## src/rtl/uart_pkg.sv

```systemverilog
// Shared UART types and constants: receiver state encoding, data width and
// the baud divider calculation used by both link directions.
package uart_pkg;

  localparam int UART_DATA_BITS = 8;

  typedef enum logic [2:0] {
    IDLE      = 3'd0,
    START     = 3'd1,
    DATA      = 3'd2,
    PARITY    = 3'd3,
    STOP      = 3'd4,
    WAIT_HIGH = 3'd5
  } rx_state_e;

  // Rounded clock divider for one oversample tick.
  function automatic int calc_div(input int clk_hz, input int baud, input int os);
    int den;
    den = baud * os;
    return (clk_hz + den / 2) / den;
  endfunction

endpackage

```

## src/rtl/uart_baud_tick.sv

```systemverilog
// Oversample tick generator: one-clock tick every DIV clocks, restartable
// through a synchronous clear so the receiver can phase-align to a start edge.
module uart_baud_tick #(
  parameter int DIV = 27
) (
  input  logic clk,
  input  logic rst_n,
  input  logic clr,
  output logic tick
);

  localparam int CW = (DIV > 1) ? $clog2(DIV) : 1;
  localparam logic [CW-1:0] LAST = CW'(DIV - 1);

  logic [CW-1:0] cnt;

  always_ff @(posedge clk or negedge rst_n) begin
    if (!rst_n) begin
      cnt  <= '0;
      tick <= 1'b0;
    end else if (clr) begin
      cnt  <= '0;
      tick <= 1'b0;
    end else if (cnt == LAST) begin
      cnt  <= '0;
      tick <= 1'b1;
    end else begin
      cnt  <= cnt + 1'b1;
      tick <= 1'b0;
    end
  end

endmodule

```

## src/rtl/uart_byte_rx.sv

```systemverilog
// Oversampling UART byte receiver with valid/ready output. Frame is 8N1 by
// default, 8E1 when UART_PARITY_EN is defined.
module uart_byte_rx
  import uart_pkg::*;
#(
  parameter int CLK_HZ     = 50_000_000,
  parameter int BAUD       = 115200,
  parameter int OVERSAMPLE = 16
) (
  input  logic       clk,
  input  logic       rst_n,
  input  logic       rxd,
  output logic [7:0] rx_data,
  output logic       rx_valid,
  input  logic       rx_ready,
  output logic       busy,
  output logic       frame_err,
  output logic       overrun,
  output logic       parity_err
);

  localparam int DIV = calc_div(CLK_HZ, BAUD, OVERSAMPLE);
  localparam int TW  = $clog2(OVERSAMPLE);
  localparam logic [TW-1:0] HALF_LAST = TW'(OVERSAMPLE / 2 - 1);
  localparam logic [TW-1:0] FULL_LAST = TW'(OVERSAMPLE - 1);
  localparam logic [2:0]    LAST_BIT  = 3'(UART_DATA_BITS - 1);

  rx_state_e  state;
  logic       sync1, sync2, rxd_prev;
  logic       tick;
  logic [TW-1:0] tick_cnt;
  logic [2:0] bit_cnt;
  logic [7:0] shift;
  logic       start_edge;
  logic       stop_sample;
  logic       par_bad;
  logic       deliver;

  // Two-flop synchroniser plus one history flop for falling-edge detection.
  always_ff @(posedge clk or negedge rst_n) begin
    if (!rst_n) begin
      sync1    <= 1'b1;
      sync2    <= 1'b1;
      rxd_prev <= 1'b1;
    end else begin
      sync1    <= rxd;
      sync2    <= sync1;
      rxd_prev <= sync2;
    end
  end

  assign start_edge  = (state == IDLE) && rxd_prev && !sync2;
  assign stop_sample = (state == STOP) && tick && (tick_cnt == FULL_LAST);
  assign deliver     = stop_sample && sync2 && !par_bad;

  uart_baud_tick #(.DIV(DIV)) u_tick (
    .clk   (clk),
    .rst_n (rst_n),
    .clr   (start_edge),
    .tick  (tick)
  );

  // Frame sequencing; busy and frame_err are updated with the state.
  always_ff @(posedge clk or negedge rst_n) begin
    if (!rst_n) begin
      state     <= IDLE;
      busy      <= 1'b0;
      tick_cnt  <= '0;
      bit_cnt   <= 3'd0;
      shift     <= 8'h00;
      frame_err <= 1'b0;
    end else begin
      frame_err <= 1'b0;
      case (state)
        IDLE: begin
          if (start_edge) begin
            state    <= START;
            busy     <= 1'b1;
            tick_cnt <= '0;
          end
        end
        START: begin
          if (tick) begin
            if (tick_cnt == HALF_LAST) begin
              tick_cnt <= '0;
              bit_cnt  <= 3'd0;
              if (!sync2) begin
                state <= DATA;
              end else begin
                state <= IDLE;
                busy  <= 1'b0;
              end
            end else begin
              tick_cnt <= tick_cnt + 1'b1;
            end
          end
        end
        DATA: begin
          if (tick) begin
            if (tick_cnt == FULL_LAST) begin
              tick_cnt <= '0;
              shift    <= {sync2, shift[7:1]};
              if (bit_cnt == LAST_BIT) begin
`ifdef UART_PARITY_EN
                state <= PARITY;
`else
                state <= STOP;
`endif
              end else begin
                bit_cnt <= bit_cnt + 3'd1;
              end
            end else begin
              tick_cnt <= tick_cnt + 1'b1;
            end
          end
        end
`ifdef UART_PARITY_EN
        PARITY: begin
          if (tick) begin
            if (tick_cnt == FULL_LAST) begin
              tick_cnt <= '0;
              state    <= STOP;
            end else begin
              tick_cnt <= tick_cnt + 1'b1;
            end
          end
        end
`endif
        STOP: begin
          if (tick) begin
            if (tick_cnt == FULL_LAST) begin
              tick_cnt <= '0;
              if (sync2) begin
                state <= IDLE;
                busy  <= 1'b0;
              end else begin
                frame_err <= 1'b1;
                state     <= WAIT_HIGH;
              end
            end else begin
              tick_cnt <= tick_cnt + 1'b1;
            end
          end
        end
        WAIT_HIGH: begin
          // A held-low line (break) must return high before a new start can arm.
          if (sync2) begin
            state <= IDLE;
            busy  <= 1'b0;
          end
        end
        default: begin
          state <= IDLE;
          busy  <= 1'b0;
        end
      endcase
    end
  end

  // Output holding register with handshake and overrun detection.
  always_ff @(posedge clk or negedge rst_n) begin
    if (!rst_n) begin
      rx_data  <= 8'h00;
      rx_valid <= 1'b0;
      overrun  <= 1'b0;
    end else begin
      overrun <= 1'b0;
      if (deliver) begin
        if (!rx_valid || rx_ready) begin
          rx_data  <= shift;
          rx_valid <= 1'b1;
        end else begin
          overrun <= 1'b1;
        end
      end else if (rx_valid && rx_ready) begin
        rx_valid <= 1'b0;
      end
    end
  end

`ifdef UART_PARITY_EN
  logic parity_bit;
  logic par_sample;

  assign par_sample = (state == PARITY) && tick && (tick_cnt == FULL_LAST);
  assign par_bad    = parity_bit ^ (^shift);

  // Even-parity capture; the error is reported together with the stop result.
  always_ff @(posedge clk or negedge rst_n) begin
    if (!rst_n) begin
      parity_bit <= 1'b0;
      parity_err <= 1'b0;
    end else begin
      parity_err <= 1'b0;
      if (par_sample) begin
        parity_bit <= sync2;
      end
      if (stop_sample && par_bad) begin
        parity_err <= 1'b1;
      end
    end
  end
`else
  assign par_bad    = 1'b0;
  assign parity_err = 1'b0;
`endif

endmodule
```

## config.mk

```make
export PLATFORM = sky130hd
export DESIGN_NAME = uart_byte_rx
export DESIGN_NICKNAME = d
export VERILOG_FILES = /design/src/rtl/uart_pkg.sv /design/src/rtl/uart_baud_tick.sv /design/src/rtl/uart_byte_rx.sv
export SDC_FILE = /design/constraint.sdc
export NUM_CORES = 1
export LEC_CHECK = 0
export ABC_AREA = 1
export CAP_MARGIN = 20
export CORE_MARGIN = 2
export CORE_UTILIZATION = 60
export CTS_BUF_LIST = sky130_fd_sc_hd__clkbuf_16
export DETAILED_ROUTE_END_ITERATION = 8
export PLACE_DENSITY = 0.82
export REMOVE_ABC_BUFFERS = 1
export SYNTH_ARGS = -nofsm -noshare
export SYNTH_HDL_FRONTEND = slang
export SYNTH_SLANG_ARGS = --single-unit
```

## constraint.sdc

```tcl
create_clock -name clk -period 3.35 [get_ports clk]
set_input_delay 1.005 -clock clk [delete_from_list [all_inputs] [get_ports clk]]
set_output_delay 1.005 -clock clk [all_outputs]
set_load 0.005 [all_outputs]
```

# Word level (Yosys, flattened, before mapping)
# Cells that the tools add are included.
[word_totals]
ff_bits = 39
input_bits = 4
out_inout_bits = 13
elab_cells = 103
[op_classes]
add_sub_neg = 3
eq_ne = 20
mux = 44
n_bitwise = 1
n_reduce_logical = 21
[ops]
columns = ["op", "n"]
rows = [
  ["$mux 3", 15],
  ["$mux 4", 5],
  ["$mux 1", 17],
  ["$pmux 3 s5", 1],
  ["$ne 2x1->1 const B", 6],
  ["$ne 2x2->1 const B", 6],
  ["$pmux 4 s3", 1],
  ["$reduce_and 6->1", 2],
  ["$mux 5", 2],
  ["$eq 3x3->1 const B", 3],
  ["$reduce_and 9->1", 1],
  ["$logic_and 1x1->1", 6],
  ["$pmux 3 s2", 1],
  ["$add 5x1->5 const B", 1],
  ["$eq 5x5->1 const B", 1],
  ["$pmux 1 s5", 1],
  ["$add 4x1->4 const B", 1],
  ["$eq 4x3->1 const B", 1],
  ["$eq 4x4->1 const B", 1],
  ["$reduce_and 2->1", 2],
  ["$reduce_and 4->1", 1],
  ["$reduce_bool 2->1", 2],
  ["$add 3x1->3 const B", 1],
  ["$eq 3x1->1 const B", 1],
  ["other kinds (9)", 10],
]

# Longest topological paths before layout
# Gate-level depths: netlist (run 1).
[depth]
ltp_word = 6
depth_mapped = 9
depth_no_buf = 9

# Cells and area by module
# Synthesis (run 1) repeated with hierarchy kept, for this count alone.
[unflattened]
hier_cells = 225
hier_area_um2 = 1915.6
[by_module_without_submodules]
columns = ["module", "instances", "cells_per_inst", "area_per_inst_um2", "seq_area_each_um2"]
rows = [
  ["uart_byte_rx", 1, 193, 1631.6, 829.5],
  ["uart_baud_tick", 1, 32, 284.0, 150.1],
]

# Worst setup path before layout (run 1)
# No wires, ideal clock.
[synth_path]
path_kind = "in2reg"
start = "in rx_ready"
end = "reg rx_data[2]"
setup_time_ns = 0.118
t_arrival_ns = 1.512
required_ns = 3.232
slack_ns = 1.720
cell_stages = 5
n_path_buf = 1
path_cell_list = "nor2_1 -> nor2_4 -> inv_2 -> buf_6 -> o21ai_2"
[synth_via]
elab_chain_cells = 2
[synth_rtl]
columns = ["item", "line_no", "text"]
rows = [
  ["from (decl)", "uart_byte_rx.sv:15", "input logic rx_ready,"],
  ["$logic_or 1x1->1", "uart_byte_rx.sv:169", "if (!rx_valid || rx_ready) begin"],
  ["$reduce_and 2->1 (no line)", "-", ""],
  ["to (signal assigned)", "uart_byte_rx.sv:170", "rx_data <= shift;"],
  ["to (decl)", "uart_byte_rx.sv:13", "output logic [7:0] rx_data,"],
]
# Every way passes these cells.
# A chain may end at the register's enable or synchronous reset.

# Worst setup path after layout (run 1)
[layout_path]
start = "reg rx_data[4]"
end = "out rx_data[4]"
# No word-level cell between the ends.

==> results.toml, run 1 <==
[run_status]
status = "completed"

[pwr]
p_int_uw = 1070
p_total_uw = 1620
p_leak_uw = 0.00110
clock_power_share = 0.333
switchingPower_uw = 552
ir_drop_mv = 0.502
p_sw_frac = 0.341
power_frac_comb = 0.281
seq_power_share = 0.386
powerDensity_mw_per_mm2 = 749

[drt]
vias = 1355
wl_mm = 3.07
wl_per_cell_um = 11.5
antenna_left = 0
first_pass_iters = 4
drc = 0
first_iter_violations = 53
vias_per_cell = 5.07

[placed_design]
io_buffers = 15
pre_cts_slack_ps = 1210
gp_congestion = 0.863
dpl.hpwl_mm = 2.07

[yosys]
synth_area_leaders = "dfrtp_1 (49%), nand2_1 (14%), nor2_1 (5.1%)"
ys_seq_elements = 39
ys.flop_type = "dfrtp_1"
synth-compound-area-share = 0.0527
synth-xor-area-share = 0.0240
synth-simple-area-share = 0.295
synth_edf_count = 0
synth_cell_types = 25
syn-cell-area_mm2 = 0.00183
yosys_warnings = 0
syn_inst = 214
synthArstFlopShare = 1.00
synth.top_cell.area_share = 0.493
synthAdderAreaFrac = 0.0342
yosysSeqAreaShare = 0.536
synth_top_family_by_area = "simple AND/OR/NAND/NOR gates"
synth_area_leader_cell = "dfrtp_1"
syn_avg_cell_area_um2 = 8.54
muxShareOfSynthArea = 0

[clocking]
clkLatencyLatePin_ps = 280
cts_sinks = 39
htreeDepth = 2
cts.clk_slew.worst_paths_ps = 60
ctsHoldBuffers = 0
cts_root_buf = "clkbuf_16"
cts-resized-gates = 0
cts_tree = "yes"
cts_buffers = 5
cts_buffer_depth = 2
cts_setup_buffers = 0

[layout]
drive_gt1_frac = 0.115
fin_nets = 242
most-common-layout-cells = "nand2_1 (68), dfrtp_1 (36), nor2_1 (25), inv_1 (19), clkdlybuf4s50_1 (14)"
areaGrowthSynthToFinish_pct = 18.3
final_util = 0.726
fillCellCount = 226
mostFrequentLayoutCell = "nand2_1"
antenna_cells = 0

[critical_path]
cp_num_cells = 1
cpPeakStageDelay_ps = 510
critPathSlowestCell = "clkdlybuf4s50_1"
rr_startpoint = "tick_cnt[0]"
crit_chain = "clkdlybuf4s50_1"
r2r_setup_slack_ps = 1690
cp-end-kind = "output port"
start_kind = "flip-flop"
critPathMaxFanout = 2
critPathKind = "flip-flop to output port"
r2r-end = "rx_data[2]"
critPathRequiredTime_ps = 2340
path_delay_family = "buffers and inverters"
r2r_cells = 8
crit_buf_inv = 1
arrival_ps = 1150

[min_path]
min_from = "sync1"
min_to = "sync2"
hp-class = "flip-flop to flip-flop"
worstHoldPathCells = 0

[grt]
antenna_found_initial = 0
grt_pass1_vias = 1235
grt_overflow = 0
grt_pass1_wl_mm = 5.24
groute.usage.overall = 0.205
grt_start_max_net_pins = 40

[die]
die_y_um = 59.2
io_pins = 17
start_util = 0.614
dieArea_mm2 = 0.00350
rows = 20
core_area_mm2 = 0.00298
die_w_um = 59.2

[timing]
tns_ps = 0
tightest_slew_ps = 818
max_freq_ghz = 0.465
slew_viol_final = 0
relSlewSlack = 0.455
fin_skew_ps = 4.07
rsz0062_at_grt = "no"
setup_viol = 0
period_needed_ps = 2150
fin_ws_ps = 1200
finalCritPeriodShare = 0.643
hold_violations = 0

[flow_run]
drv_cap = 0
## how the worst max path moves through the flow
| stage | from | to |
|---|---|---|
| after floorplan | rx_ready | rx_data[2] |
| after global placement | rx_ready | rx_data[2] |
| after detailed placement | rx_ready | rx_data[2] |
| after CTS | rx_data[4] | rx_data[4] |
| after global routing | rx_data[7] | rx_data[7] |
| final | rx_data[4] | rx_data[4] |
## flip-flops by register name, summed over array words and instances (netlist names)
register / count
u_tick.tick: 1
bit_cnt: 3
frame_err: 1
state: 3
rxd_prev: 1
overrun: 1
shift: 8
rx_valid: 1
sync1: 1
u_tick.cnt: 5
sync2: 1
rx_data: 8
busy: 1
tick_cnt: 4
## power groups by stage
| stage | logic [µW] | clock network (µW) | registers, µW |
|---|---|---|---|
| final | 454 | 539 | 625 |
| after global routing | 534 | 571 | 636 |
| after CTS | 457 | 547 | 625 |
| after detailed placement | 450 | 0 | 630 |
| after global placement | 440 | 0 | 630 |
| after floorplan | 351 | 0 | 617 |
## cells by family (layout without fill, tap and decap cells)
| logic type | Yosys count | count (layout) |
|---|---|---|
| and+or+nand+nor | 123 | 123 |
| DFF | 39 | 39 |
| buffers and inverters | 24 | 44 |
| AOI/OAI and AO/OA | 17 | 17 |
| adders and majority gates | 5 | 5 |
| xor gates and xnor gates | 5 | 5 |
| other | 1 | 1 |
## layer usage
layer,part of all wire,GRT usage
met1,0.47,0.254
met2,0.47,0.325
met3,0.036,0.0546
met4,0.022,0.110
met5,0,0
## layout make-up
cell class	count	area, µm²	area share
clock inverters	3	46.3	0.0214
multi-input cells	151	746	0.345
clock buffers	5	125	0.0579
flip-flops and latches	39	980	0.453
inverters	21	78.8	0.0365
well taps	33	41.3	0.0191
repair buffers	15	145	0.0671
## cell usage after synthesis (3+ instances only)
master,count
nand2_1,68
dfrtp_1,36
nor2_1,25
inv_1,19
nand3_1,13
o21ai_0,7
a21oi_1,6
ha_1,5
nand2_2,5
nand4_1,5
dfstp_2,3
nor2_4,3
o21ai_2,3
xor2_1,3
## stage by stage
stage               area, µm²  hold slack [ps]  cells
global placement         1990              346    259
floorplan                1800              345    211
global route             2160              359    267
detailed placement       1990              350    259
finish                   2160              357    267
CTS                      2160              358    267
Power figures use the tool's default switching activity.
==> run 2, diff against run 1 <==
CORE_UTILIZATION = 50   (was 60)
PLACE_DENSITY = 0.73   (was 0.82)
clock period = 1.75 ns   (was 3.35 ns; I/O delays follow)
==> run 2 against run 1 <==
Sequential share of layout area shrank 0.053 points. Via count grew 0.59%. Final cell count grew 5.6%. Die area grew 19%. Worst setup slack lost 1100 ps. First-iteration DRC count grew 140%. Clock power grew 58%. Combinational power grew 90%. Clock skew grew 5.2 ps. Design area grew 0.12%. Count of clock-buffer cells in the layout is the same.
==> results.toml, run 2 (same netlist as run 1, synthesis figures left out) <==
[run_status]
status = "completed"

[drt]
first_iter_violations = 127
routedLengthMet1_mm = 1.45
vias_per_cell = 4.83
vias = 1363
top_layer = "met4"
first_pass_iters = 4
wl_mm = 2.96
wl_per_cell_um = 10.5
drc = 0
antenna_left = 0
wl_met3_um = 88
wl_met2_mm = 1.34

[die]
die_y_um = 64.5
dieArea_mm2 = 0.00416
io_pins = 17
core_area_mm2 = 0.00342
rows = 21
start_util = 0.535
die_w_um = 64.5

[pwr]
clock_power_share = 0.293
p_leak_uw = 0.00110
p_int_uw = 1890
seq_power_share = 0.411
ir_drop_mv = 0.765
power_frac_comb = 0.296
p_sw_frac = 0.351
switchingPower_uw = 1020
powerDensity_mw_per_mm2 = 1350

[critical_path]
critPathSlowestCell = "clkdlybuf4s50_1"
critPathMaxFanout = 2
crit_buf_inv = 1
critPathKind = "flip-flop to output port"
cpPeakStageDelay_ps = 510
arrival_ps = 1160
path_delay_family = "buffers and inverters"
cp-end-kind = "output port"
crit_chain = "clkdlybuf4s50_1"
start_kind = "flip-flop"
critPathRequiredTime_ps = 1220

[placed_design]
io_buffers = 15
dpl.hpwl_mm = 2.10
gp_congestion = 0.863

[layout]
fillCellCount = 289
antenna_cells = 0
most-common-layout-cells = "nand2_1 (68), dfrtp_1 (36), nor2_1 (25), inv_1 (20), clkdlybuf4s50_1 (14)"
mostFrequentLayoutCell = "nand2_1"
fin_nets = 244
drive_gt1_frac = 0.119
top_regs = "rx_data (8), shift (8), u_tick.cnt (5)"
final_util = 0.634
areaGrowthSynthToFinish_pct = 18.4

[grt]
grt_pass1_vias = 1271
grt_pass1_wl_mm = 5.40
groute.usage.overall = 0.172
antenna_found_initial = 0
grt_overflow = 0
grt_start_max_net_pins = 40

[clocking]
htreeDepth = 2
ctsHoldBuffers = 0
cts_setup_buffers = 0
cts_buffers = 5
cts_tree = "yes"
clkLatencyLatePin_ps = 280
cts_sinks = 39
cts_buffer_depth = 2
cts-resized-gates = 0
cts.clk_slew.worst_paths_ps = 60
cts_root_buf = "clkbuf_16"

[timing]
setup_viol = 0
fin_skew_ps = 9.23
period_needed_ps = 1680
finalCritPeriodShare = 0.963
hold-worst-slack_ps = 280
tns_ps = 0
max_freq_ghz = 0.594
rsz0062_at_grt = "no"
hold_violations = 0
slew_viol_final = 0

[flow_run]
drv_cap = 0

[min_path]
hp-class = "input port to asynchronous set/reset pin"
[run 2: final cells by class]
class                           instances  area [µm²]  share of cell area
Multi-Input combinational cell        151         746               0.345
Inverter                               21        78.8              0.0364
Timing Repair Buffer                   17         160              0.0740
Clock inverter                          3        17.5             0.00809
Clock buffer                            5         125              0.0578
Tap cell                               46        57.6              0.0266
Sequential cell                        39         980               0.453
[run 2: final timing paths]
| path | cells past startpoint | startpoint | end | slack [ps] |
|---|---|---|---|---|
| min in group clk | 0 | sync1 | sync2 | 350 |
| min reg2reg | 0 | sync1 | sync2 | 350 |
| max reg2reg | 8 | tick_cnt[0] | rx_data[2] | 190 |
| max in group asynchronous | 2 | rst_n | rxd_prev | 1120 |
| max | 1 | rx_data[6] | rx_data[6] | 70 |
| min | 2 | rst_n | u_tick.cnt[0] | 280 |
[run 2: per-layer routing]
metal	track usage	vias to the layer above
li1	-	715
met1	0.222	622
met2	0.267	19
met3	0.0417	7
met4	0.0957	0
met5	0	-
[run 2: through the flow]
step / worst slack (ps) / power, µW / instance area, µm² / instances
6_report: 65.2 / 2910 / 2160 / 282
5_1_grt: 26.9 / 3160 / 2160 / 282
4_1_cts: 56.7 / 2950 / 2160 / 282
3_5_place_dp: 118 / 2070 / 2020 / 274
3_3_place_gp: 111 / 2060 / 2020 / 274
2_1_floorplan: 293 / 1850 / 1800 / 211
[run 2: power groups by stage]
| stage | registers, µW | clock network (µW) | logic (µW) |
|---|---|---|---|
| 3_3_place_gp | 1210 | 0 | 857 |
| 5_1_grt | 1220 | 933 | 1010 |
| 6_report | 1200 | 854 | 862 |
| 3_5_place_dp | 1210 | 0 | 863 |
| 4_1_cts | 1190 | 884 | 871 |
| 2_1_floorplan | 1180 | 0 | 672 |
